`config.mk`:
```
export PLATFORM = sky130hd
export DESIGN_NAME = alu_seq_flat
export DESIGN_NICKNAME = d
export VERILOG_FILES = /design/src/rtl/alu_seq_if.sv /design/src/rtl/alu_seq.sv /design/src/flat_wrapper.sv
export SDC_FILE = /design/constraint.sdc
export NUM_CORES = 2
export LEC_CHECK = 0
export BUFFER_PORTS_ARGS = -buffer_cell sky130_fd_sc_hd__buf_2
export CORE_MARGIN = 1.5
export CORE_UTILIZATION = 65
export DETAILED_ROUTE_END_ITERATION = 16
export PLACE_DENSITY = 0.85
export RECOVER_POWER = 25
export SLEW_MARGIN = 20
export SYNTH_ARGS = -nofsm -noshare
export SYNTH_HDL_FRONTEND = slang
export SYNTH_SLANG_ARGS = --single-unit
export TNS_END_PERCENT = 20
```
`constraint.sdc`:
```
create_clock -name clk -period 9.5 [get_ports clk]
set_input_delay 0.95 -clock clk [delete_from_list [all_inputs] [get_ports clk]]
set_output_delay 0.95 -clock clk [all_outputs]
set_load 0.05 [all_outputs]
```
`src/rtl/alu_seq_if.sv`:
```
// Operand/result handshake bundle for the sequential ALU.
// Both sides use valid/ready: a transfer happens on a rising clock edge where
// valid and ready are both high; valid holds its payload steady until then,
// and ready may change freely without depending on the other side's valid.
`timescale 1ns/1ps
interface alu_seq_if #(
    parameter int N = 64
);
    logic         in_valid;
    logic         in_ready;
    logic [N-1:0] a;
    logic [N-1:0] b;
    logic [3:0]   ALUControl;
    logic         out_valid;
    logic         out_ready;
    logic [N-1:0] result;
    logic         zero;
    logic [3:0]   flags;
    logic         exc;
    logic [1:0]   exc_cause;

    // Upstream/downstream side of the ALU (decode stage + writeback).
    modport master (
        output in_valid, a, b, ALUControl, out_ready,
        input  in_ready, out_valid, result, zero, flags, exc, exc_cause
    );

    // The ALU itself.
    modport slave (
        input  in_valid, a, b, ALUControl, out_ready,
        output in_ready, out_valid, result, zero, flags, exc, exc_cause
    );
endinterface

```
`src/rtl/alu_seq.sv`:
```
// Multi-cycle LEGv8 ALU: single-cycle logic/add/sub/pass, iterative
// shift-add multiply and restoring divide, NZCV flags and exception cause.
`timescale 1ns/1ps
module alu_seq #(
    parameter int N        = 64,
    parameter bit TRAP_OVF = 1'b1
) (
    input  logic     clk,
    input  logic     reset,
    alu_seq_if.slave bus,
    output logic [1:0] state_o
);
    localparam int CW = $clog2(N + 1);

    localparam logic [3:0] OP_AND   = 4'b0000;
    localparam logic [3:0] OP_OR    = 4'b0001;
    localparam logic [3:0] OP_ADD   = 4'b0010;
    localparam logic [3:0] OP_SUB   = 4'b0110;
    localparam logic [3:0] OP_PASSB = 4'b0111;
    localparam logic [3:0] OP_MUL   = 4'b1000;
    localparam logic [3:0] OP_UDIV  = 4'b1001;

    localparam logic [1:0] CAUSE_NONE = 2'b00;
    localparam logic [1:0] CAUSE_OVF  = 2'b01;
    localparam logic [1:0] CAUSE_DIV0 = 2'b10;
    localparam logic [1:0] CAUSE_ILL  = 2'b11;

    typedef enum logic [1:0] {
        S_IDLE = 2'd0,
        S_BUSY = 2'd1,
        S_DONE = 2'd2
    } state_t;

    state_t        state_q, state_d;
    logic [CW-1:0] cnt_q, cnt_d;
    logic          is_div_q, is_div_d;
    // opa: multiplicand (shifts left) or divisor (fixed).
    // opb: multiplier (shifts right) or dividend that turns into the quotient.
    // acc: partial product or partial remainder.
    logic [N-1:0]  opa_q, opa_d;
    logic [N-1:0]  opb_q, opb_d;
    logic [N-1:0]  acc_q, acc_d;
    logic [N-1:0]  result_q, result_d;
    logic [3:0]    flags_q, flags_d;
    logic          exc_q, exc_d;
    logic [1:0]    cause_q, cause_d;

    // Single-cycle datapath results
    logic [N-1:0]  b_add;
    logic [N:0]    sum;
    logic [N-1:0]  sc_res;
    logic          sc_c, sc_v, sc_ill;

    // Iterative step results
    logic [N-1:0]  mul_acc;
    logic [N:0]    rem_sh, rem_diff;
    logic          div_ge;
    logic [N-1:0]  rem_nx, quo_nx, fin;

    // Single-cycle ops straight off the input bus; SUB is a + ~b + 1.
    always_comb begin
        b_add  = (bus.ALUControl == OP_SUB) ? ~bus.b : bus.b;
        sum    = {1'b0, bus.a} + {1'b0, b_add} + {{N{1'b0}}, (bus.ALUControl == OP_SUB)};
        sc_res = '0;
        sc_c   = 1'b0;
        sc_v   = 1'b0;
        sc_ill = 1'b0;
        case (bus.ALUControl)
            OP_AND:   sc_res = bus.a & bus.b;
            OP_OR:    sc_res = bus.a | bus.b;
            OP_ADD: begin
                sc_res = sum[N-1:0];
                sc_c   = sum[N];
                sc_v   = (bus.a[N-1] == bus.b[N-1]) && (sum[N-1] != bus.a[N-1]);
            end
            OP_SUB: begin
                sc_res = sum[N-1:0];
                sc_c   = sum[N];
                sc_v   = (bus.a[N-1] != bus.b[N-1]) && (sum[N-1] != bus.a[N-1]);
            end
            OP_PASSB: sc_res = bus.b;
            OP_MUL, OP_UDIV: sc_ill = 1'b0;
            default:  sc_ill = 1'b1;
        endcase
    end

    // One multiply bit or one quotient bit per cycle.
    always_comb begin
        mul_acc  = acc_q + (opb_q[0] ? opa_q : '0);
        rem_sh   = {acc_q, opb_q[N-1]};
        rem_diff = rem_sh - {1'b0, opa_q};
        div_ge   = ~rem_diff[N];
        rem_nx   = div_ge ? rem_diff[N-1:0] : rem_sh[N-1:0];
        quo_nx   = {opb_q[N-2:0], div_ge};
        fin      = is_div_q ? quo_nx : mul_acc;
    end

    // Next-state and datapath update; everything holds unless a branch moves it.
    always_comb begin
        state_d  = state_q;
        cnt_d    = cnt_q;
        is_div_d = is_div_q;
        opa_d    = opa_q;
        opb_d    = opb_q;
        acc_d    = acc_q;
        result_d = result_q;
        flags_d  = flags_q;
        exc_d    = exc_q;
        cause_d  = cause_q;
        case (state_q)
            S_IDLE: begin
                if (bus.in_valid) begin
                    if (bus.ALUControl == OP_MUL) begin
                        state_d  = S_BUSY;
                        cnt_d    = CW'(N);
                        is_div_d = 1'b0;
                        opa_d    = bus.a;
                        opb_d    = bus.b;
                        acc_d    = '0;
                    end else if (bus.ALUControl == OP_UDIV && bus.b != '0) begin
                        state_d  = S_BUSY;
                        cnt_d    = CW'(N);
                        is_div_d = 1'b1;
                        opa_d    = bus.b;
                        opb_d    = bus.a;
                        acc_d    = '0;
                    end else if (bus.ALUControl == OP_UDIV) begin
                        state_d  = S_DONE;
                        result_d = '1;
                        flags_d  = 4'b1000;
                        exc_d    = 1'b1;
                        cause_d  = CAUSE_DIV0;
                    end else begin
                        state_d  = S_DONE;
                        result_d = sc_res;
                        flags_d  = {sc_res[N-1], (sc_res == '0), sc_c, sc_v};
                        if (sc_ill) begin
                            exc_d   = 1'b1;
                            cause_d = CAUSE_ILL;
                        end else if (sc_v && TRAP_OVF) begin
                            exc_d   = 1'b1;
                            cause_d = CAUSE_OVF;
                        end else begin
                            exc_d   = 1'b0;
                            cause_d = CAUSE_NONE;
                        end
                    end
                end
            end
            S_BUSY: begin
                cnt_d = cnt_q - CW'(1);
                if (is_div_q) begin
                    acc_d = rem_nx;
                    opb_d = quo_nx;
                end else begin
                    acc_d = mul_acc;
                    opa_d = opa_q << 1;
                    opb_d = opb_q >> 1;
                end
                // The last step lands its value directly in the result register.
                if (cnt_q == CW'(1)) begin
                    state_d  = S_DONE;
                    result_d = fin;
                    flags_d  = {fin[N-1], (fin == '0), 2'b00};
                    exc_d    = 1'b0;
                    cause_d  = CAUSE_NONE;
                end
            end
            S_DONE: begin
                if (bus.out_ready) state_d = S_IDLE;
            end
            default: state_d = S_IDLE;
        endcase
    end

    // State register; reset discards any in-flight operation.
    always_ff @(posedge clk or negedge reset) begin
        if (!reset) state_q <= S_IDLE;
        else        state_q <= state_d;
    end

    // Datapath and output registers.
    always_ff @(posedge clk or negedge reset) begin
        if (!reset) begin
            cnt_q    <= '0;
            is_div_q <= 1'b0;
            opa_q    <= '0;
            opb_q    <= '0;
            acc_q    <= '0;
            result_q <= '0;
            flags_q  <= '0;
            exc_q    <= 1'b0;
            cause_q  <= CAUSE_NONE;
        end else begin
            cnt_q    <= cnt_d;
            is_div_q <= is_div_d;
            opa_q    <= opa_d;
            opb_q    <= opb_d;
            acc_q    <= acc_d;
            result_q <= result_d;
            flags_q  <= flags_d;
            exc_q    <= exc_d;
            cause_q  <= cause_d;
        end
    end

    assign bus.in_ready  = (state_q == S_IDLE);
    assign bus.out_valid = (state_q == S_DONE);
    assign bus.result    = result_q;
    assign bus.flags     = flags_q;
    assign bus.zero      = flags_q[2];
    assign bus.exc       = exc_q;
    assign bus.exc_cause = cause_q;
    assign state_o       = state_q;
endmodule
```
`src/flat_wrapper.sv`:
```
// flat-port wrapper written by rule: the top's interface ports become plain ports
module alu_seq_flat 
#(
    parameter int N        = 64,
    parameter bit TRAP_OVF = 1'b1
)
  (clk, reset, state_o, bus_in_valid, bus_a, bus_b, bus_ALUControl, bus_out_ready, bus_in_ready, bus_out_valid, bus_result, bus_zero, bus_flags, bus_exc, bus_exc_cause);
  alu_seq_if #(.N(N)) bus_i ();
  input  logic clk;
  input  logic reset;
  output logic [1:0] state_o;
  input wire logic [$bits(bus_i.in_valid)-1:0] bus_in_valid;
  input wire logic [$bits(bus_i.a)-1:0] bus_a;
  input wire logic [$bits(bus_i.b)-1:0] bus_b;
  input wire logic [$bits(bus_i.ALUControl)-1:0] bus_ALUControl;
  input wire logic [$bits(bus_i.out_ready)-1:0] bus_out_ready;
  output wire logic [$bits(bus_i.in_ready)-1:0] bus_in_ready;
  output wire logic [$bits(bus_i.out_valid)-1:0] bus_out_valid;
  output wire logic [$bits(bus_i.result)-1:0] bus_result;
  output wire logic [$bits(bus_i.zero)-1:0] bus_zero;
  output wire logic [$bits(bus_i.flags)-1:0] bus_flags;
  output wire logic [$bits(bus_i.exc)-1:0] bus_exc;
  output wire logic [$bits(bus_i.exc_cause)-1:0] bus_exc_cause;
  assign bus_i.in_valid = bus_in_valid;
  assign bus_i.a = bus_a;
  assign bus_i.b = bus_b;
  assign bus_i.ALUControl = bus_ALUControl;
  assign bus_i.out_ready = bus_out_ready;
  assign bus_in_ready = bus_i.in_ready;
  assign bus_out_valid = bus_i.out_valid;
  assign bus_result = bus_i.result;
  assign bus_zero = bus_i.zero;
  assign bus_flags = bus_i.flags;
  assign bus_exc = bus_i.exc;
  assign bus_exc_cause = bus_i.exc_cause;
  alu_seq #(.N(N), .TRAP_OVF(TRAP_OVF)) u_core (.clk(clk), .reset(reset), .bus(bus_i), .state_o(state_o));
endmodule
```
**Word level (Yosys, flattened, before mapping)**

Index checks and enable logic that the tools add are counted.

- Register bits after elaboration: 273
- Input bits: 136
- Output and inout port bits: 76
- Logic and storage cells: 117

- $add $sub $neg: 5
- Eq/ne operators: 19
- Multiplexer cells: 62
- Bitwise gates (word level): 4
- Reductions and logical operators: 17

Operator list:

| operator | number |
|---|---|
| $mux 64 | 21 |
| $pmux 64 s2 | 4 |
| $pmux 64 s4 | 1 |
| $logic_not 64->1 | 2 |
| $add 64x64->65 | 1 |
| $add 65x1->65 | 1 |
| $sub 65x64->65 | 1 |
| $add 64x64->64 | 1 |
| $and 64x64->64 | 1 |
| $not 64->64 | 1 |
| $or 64x64->64 | 1 |
| $reduce_bool 64->1 | 1 |
| $mux 2 | 11 |
| $mux 7 | 3 |
| $mux 4 | 5 |
| $pmux 7 s2 | 1 |
| $mux 1 | 11 |
| $ne 2x2->1 const B | 5 |
| $reduce_and 3->1 | 3 |
| $eq 4x3->1 const B | 2 |
| $eq 4x4->1 const B | 2 |
| $pmux 4 s2 | 1 |
| $eq 7x1->1 const B | 1 |
| $reduce_or 7->1 | 1 |
| other kinds (20) | 25 |

**Longest topological paths before layout**

- Depth after elaboration: 14
- Depth in mapped cells: 20
- Depth with buffers taken out: 17

**Worst setup path before layout**

OpenSTA, ideal clock, no wires.

- Path kind: input port to flip-flop
- From: input port bus_ALUControl[1]
- To: register u_core.flags_q[2], in the netlist u_core.bus.flags[2]
- Setup time: 0.087 ns
- Arrival: 5.906 ns
- Required time: 9.413 ns
- Path slack: 3.508 ns
- Cell stages on the path: 19
- Path buffers: 4
- Cell sequence: buf_2 -> and4bb_4 -> clkbuf_1 -> clkbuf_1 -> xor2_1 -> ha_1 -> clkbuf_1 -> nand4_1 -> or3_1 -> nor3_1 -> a2111oi_1 -> or4_1 -> o211a_1 -> xnor2_1 -> a21oi_1 -> nand4_1 -> or4_1 -> or4_1 -> o211ai_1

- Word-level cells in the longest chain between the ends: 11
- Elaborated cells on any way between the ends: 22
- Those cells by class: add/sub (2); eq/ne (8); mux (7); reduce/logical (5)

Ends and longest elaborated chain:

| item | RTL line | RTL |
|---|---|---|
| start, declared | flat_wrapper.sv:15 | `input wire logic [$bits(bus_i.ALUControl)-1:0] bus_ALUControl;` |
| $eq 4x3->1 | alu_seq.sv:62, alu_seq.sv:63, alu_seq.sv:68 |  |
| $mux 64 | alu_seq.sv:62 | `b_add = (bus.ALUControl == OP_SUB) ? ~bus.b : bus.b;` |
| $add 64x64->65 | alu_seq.sv:63 | `sum = {1'b0, bus.a} + {1'b0, b_add} + {{N{1'b0}}, (bus.ALUControl == OP_SUB)};` |
| $add 65x1->65 | alu_seq.sv:63 |  |
| $pmux 64 s4 | alu_seq.sv:68 | `case (bus.ALUControl)` |
| $logic_not 64->1 | alu_seq.sv:136 | `flags_d = {sc_res[N-1], (sc_res == '0), sc_c, sc_v};` |
| $mux 4 | alu_seq.sv:127 | `end else if (bus.ALUControl == OP_UDIV) begin` |
| $mux 4 | alu_seq.sv:120 | `end else if (bus.ALUControl == OP_UDIV && bus.b != '0) begin` |
| $mux 4 | alu_seq.sv:113 | `if (bus.ALUControl == OP_MUL) begin` |
| $mux 4 | alu_seq.sv:112 | `if (bus.in_valid) begin` |
| $pmux 4 s2 | alu_seq.sv:110 | `case (state_q)` |
| end signal, assigned | alu_seq.sv:201 | `flags_q <= flags_d;` |
| end, declared | alu_seq.sv:44 | `logic [3:0] flags_q, flags_d;` |

Several ways; a longest one is shown, not always the timed one. The select of a mux whose other input is x is not followed.
A chain may end at the register's enable or synchronous reset.

**Worst setup path after layout**

- From: input port bus_ALUControl[0]
- To: register u_core.flags_q[2], in the netlist u_core.bus.flags[2]

Same word-level chain as after synthesis.

==> metrics.txt <==
core box area 0.04548 mm2; Post-Syn Area per Cell 7.440 um2; Netlist Area Pre-Place 0.03000 mm2; Tot GR Track Use 46.99%; max_slew headroom -278.3%; Gate Count Post-Synth 4032; Post-CTS Hold Buffers 0; Crit path largest cell delay 0.68 ns; r2r startpoint u_core.is_div_q; f_max 158.7 MHz; Post-CTS Repair Setup Buffers 0; register area 0.006810 mm2; Worst Setup End Kind register; RSZ-0062 raised after global routing no; sequential area share after synthesis 22.69%; reg-to-reg endpoint u_core.bus.flags[2]; Tmin final 6.300 ns; VDD IR max 0.5171 mV; CP Max Fanout 46; Sw Share 54.82%; Critical Path AT 6.83 ns; fraction of layout cells with a size suffix above 1 8.695%; die width 217.8 um; Core Util, Final 70.93%; GRT Residual Overflow 0; Hold Path Stages 1; Final ANT Viol Nets 0; clock latency on the worst-skew pair 0.61 ns; R2R setup slack 3.75 ns; NumNets Final 4380; clock transition at the registers of the reported paths 0.06 ns; clk buf depth 3; post-synthesis register bit count 272; Sink Count 272; Net Sw Power 5.988 mW; io pins 212; Ys Warns 0; Fin Setup TNS 0 ns; DR vias/cell 7.094; DR vias 33065; first-pass GRT wire length 172600 um; critical-path cell list buf_2 -> and4bb_4 -> buf_4 -> xor2_1 -> ha_1 -> nand4_1 -> or3_1 -> nor3_1 -> a2111oi_1 -> or4_1 -> o211a_1 -> xnor2_1 -> a21oi_1 -> nand4_1 -> or4_1 -> or4_1 -> o211ai_1; Hold Crit Class register to register; async set-reset flop share out of synthesis 100.0%; fill cell count 3829; Final Hold Fails 0; worst-margin pin slew 5.674 ns; Detail Placement HPWL 88000 um; Crit Path Category input pin to register; Post-route DRC 0; Worst path most repeated cell or4_1; number of global-route vias before repair 29322; multi-input logic area 0.02180 mm2; synthesis-to-layout area growth 7.528%; Crit path buffers/inverters 2; Initial Utilization 65.97%; TritonCTS Buffers 31; # rows 78; die area 0.04745 mm2; Final setup viols 0; port bufs 211; post-placement cell area 0.03113 mm2; failing checks max-capacitance violations, max-slew violations; Largest delay share family, worst path simple AND/OR/NAND/NOR gates; P per Cell Area 338.6 mW/mm2; sequential power share 21.4%; largest net degree at the start of global routing 186; Total Wirelength 115300 um; period utilization 66.32%; Leak Pwr 14.48 nW; CTS root buf clkbuf_16; final total power 10.92 mW; DR iter-0 viols 4888; Routed WL per cell 24.75 um; hold worst-path end u_core.bus.result[28]; Final Cell Area 0.03226 mm2; Die H 217.8 um; drt first pass iters 9; r2r worst-path depth 14; Post-Syn Nets 4377; GP Congestion 1.037; Max stage delay cell, worst path buf_4; Required @ worst endpoint 10.03 ns; htree depth 1; internal power 4.935 mW; Main synth FF type dfrtp_1; clock skew 0.009611 ns; initial antenna violation count 2; distinct cell type count after synthesis 95; Final Max Slew Viols 104; CTS resizes 0; Clk pwr share 12.4%; Gate power share 66.2%; EDFF count, synth 0; CTS tree done; Setup crit start kind input pin; min-delay src u_core.bus.result[28]; outcome complete, but fails checks; Max-cap violations 1
==> how the worst max path moves through the flow <==
stage / slack [ns] / start / end / cells after the start
after floorplan: 3.51 / bus_ALUControl[1] / u_core.bus.flags[2] / 19
after global placement: 2.72 / bus_ALUControl[3] / u_core.bus.flags[2] / 17
after detailed placement: 2.67 / bus_ALUControl[0] / u_core.bus.flags[2] / 17
after CTS: 3.29 / bus_ALUControl[0] / u_core.bus.flags[2] / 17
after global routing: 2.80 / reset / u_core.acc_q[30] / 1
final: 3.20 / bus_ALUControl[0] / u_core.bus.flags[2] / 17
==> power by group through the flow <==
stage / registers (mW) / clock network, mW / logic, mW
finish: 2.34 / 1.35 / 7.23
global route: 2.38 / 1.39 / 7.79
CTS: 2.29 / 1.35 / 6.99
detailed placement: 2.29 / 0 / 6.91
global placement: 2.28 / 0 / 6.81
floorplan: 2.45 / 0 / 4.79
==> cells in the mapped netlist (27+ instances only) <==
master,instances,area (um2)
ha_1,206,2577
and2_1,79,494.2
o221ai_1,73,639.4
a21oi_1,492,2462
o21ai_0,341,1707
nand2_1,550,2064
nor3_1,55,275.3
buf_1,32,120.1
a211oi_1,43,322.8
nand3_1,44,220.2
nor2b_1,27,168.9
a21o_1,123,923.4
a31oi_1,35,219.0
xnor2_1,94,823.3
nor2_1,262,983.4
dfrtp_1,272,6807
nor4_1,35,219.0
a21boi_0,36,270.3
nand4_1,77,481.7
mux2i_1,167,1672
o211ai_1,40,300.3
inv_1,117,439.2
o22ai_1,33,206.5
o21bai_1,35,262.8
clkbuf_1,228,855.8
xor2_1,139,1217
==> state kept, by name (all words and copies together), names as in the netlist <==
signal and flops:
u_core.opa_q 64, u_core.bus.flags 4, u_core.bus.result 63, u_core.acc_q 64
u_core.bus.exc 1, u_core.bus.exc_cause 2, u_core.opb_q 64, u_core.state_o 2
u_core.is_div_q 1, u_core.cnt_q 7
==> logic make-up after synthesis <==
logic type / synth area share (%)
muxes: 5.872
xor gates and xnor gates: 6.802
AOI/OAI and AO/OA: 31.55
and+or+nand+nor: 19.06
DFF: 22.69
buffers and inverters: 4.930
adders and majority gates: 9.092
==> per-layer routing <==
layer	vias to the layer above	global-route usage [%]	share of wire, %	wire length, um
met5	-	0	0.010	12
met4	2	17.17	4.2	4837
met3	316	14.69	16	18180
met2	2470	62.65	38	44170
met1	15421	69.98	42	48140
li1	14856	-	-	-
==> per-stage QoR <==
| stage | hold slack, ns | setup WS [ns] | std cells |
|---|---|---|---|
| 6_report | 0.4782 | 3.200 | 4661 |
| 5_1_grt | 0.4988 | 2.801 | 4660 |
| 4_1_cts | 0.4095 | 3.291 | 4660 |
| 3_5_place_dp | 0.4605 | 2.675 | 4602 |
| 3_3_place_gp | 0.4544 | 2.721 | 4602 |
| 2_1_floorplan | 0.4662 | 3.508 | 4032 |
==> cell usage in the layout, fill, tap and decap left out, types with 10 or more instances in the layout <==
cell / synthesis / final
o21a_1: 25 / 25
a221o_1: 10 / 10
dfrtp_1: 272 / 271
a22o_1: 14 / 14
nor4_1: 35 / 34
a31oi_1: 35 / 34
xor2_1: 139 / 139
a22oi_1: 12 / 12
a211oi_1: 43 / 43
ha_1: 206 / 206
nand4_1: 77 / 77
nand2b_1: 23 / 23
o21ai_1: 23 / 22
nor2_1: 262 / 261
a21o_1: 123 / 121
o31ai_1: 23 / 23
o22ai_1: 33 / 33
a221oi_1: 26 / 26
xnor2_1: 94 / 93
inv_1: 117 / 117
nor2b_1: 27 / 26
clkbuf_8: 0 / 10
o21ai_0: 341 / 341
nor3_1: 55 / 55
buf_2: 9 / 210
o221ai_1: 73 / 73
or3_1: 16 / 16
buf_4: 2 / 27
o211ai_1: 40 / 40
nand2_1: 550 / 549
o21bai_1: 35 / 35
nand3_1: 44 / 43
mux2i_1: 167 / 167
a21boi_0: 36 / 36
a21oi_1: 492 / 492
and3_1: 24 / 24
and2_1: 79 / 79
clkbuf_16: 0 / 31
==> final cells by class <==
class | count | share of cell area, %
repair buffers | 241 | 4.084
diodes | 1 | 0.007757
clock buffers | 43 | 2.855
well taps | 600 | 2.327
multi-input cells | 3371 | 67.58
inverters | 118 | 1.373
clock inverters | 15 | 0.6633
flip-flops and latches | 272 | 21.11
(Power assumes the default switching activity.)
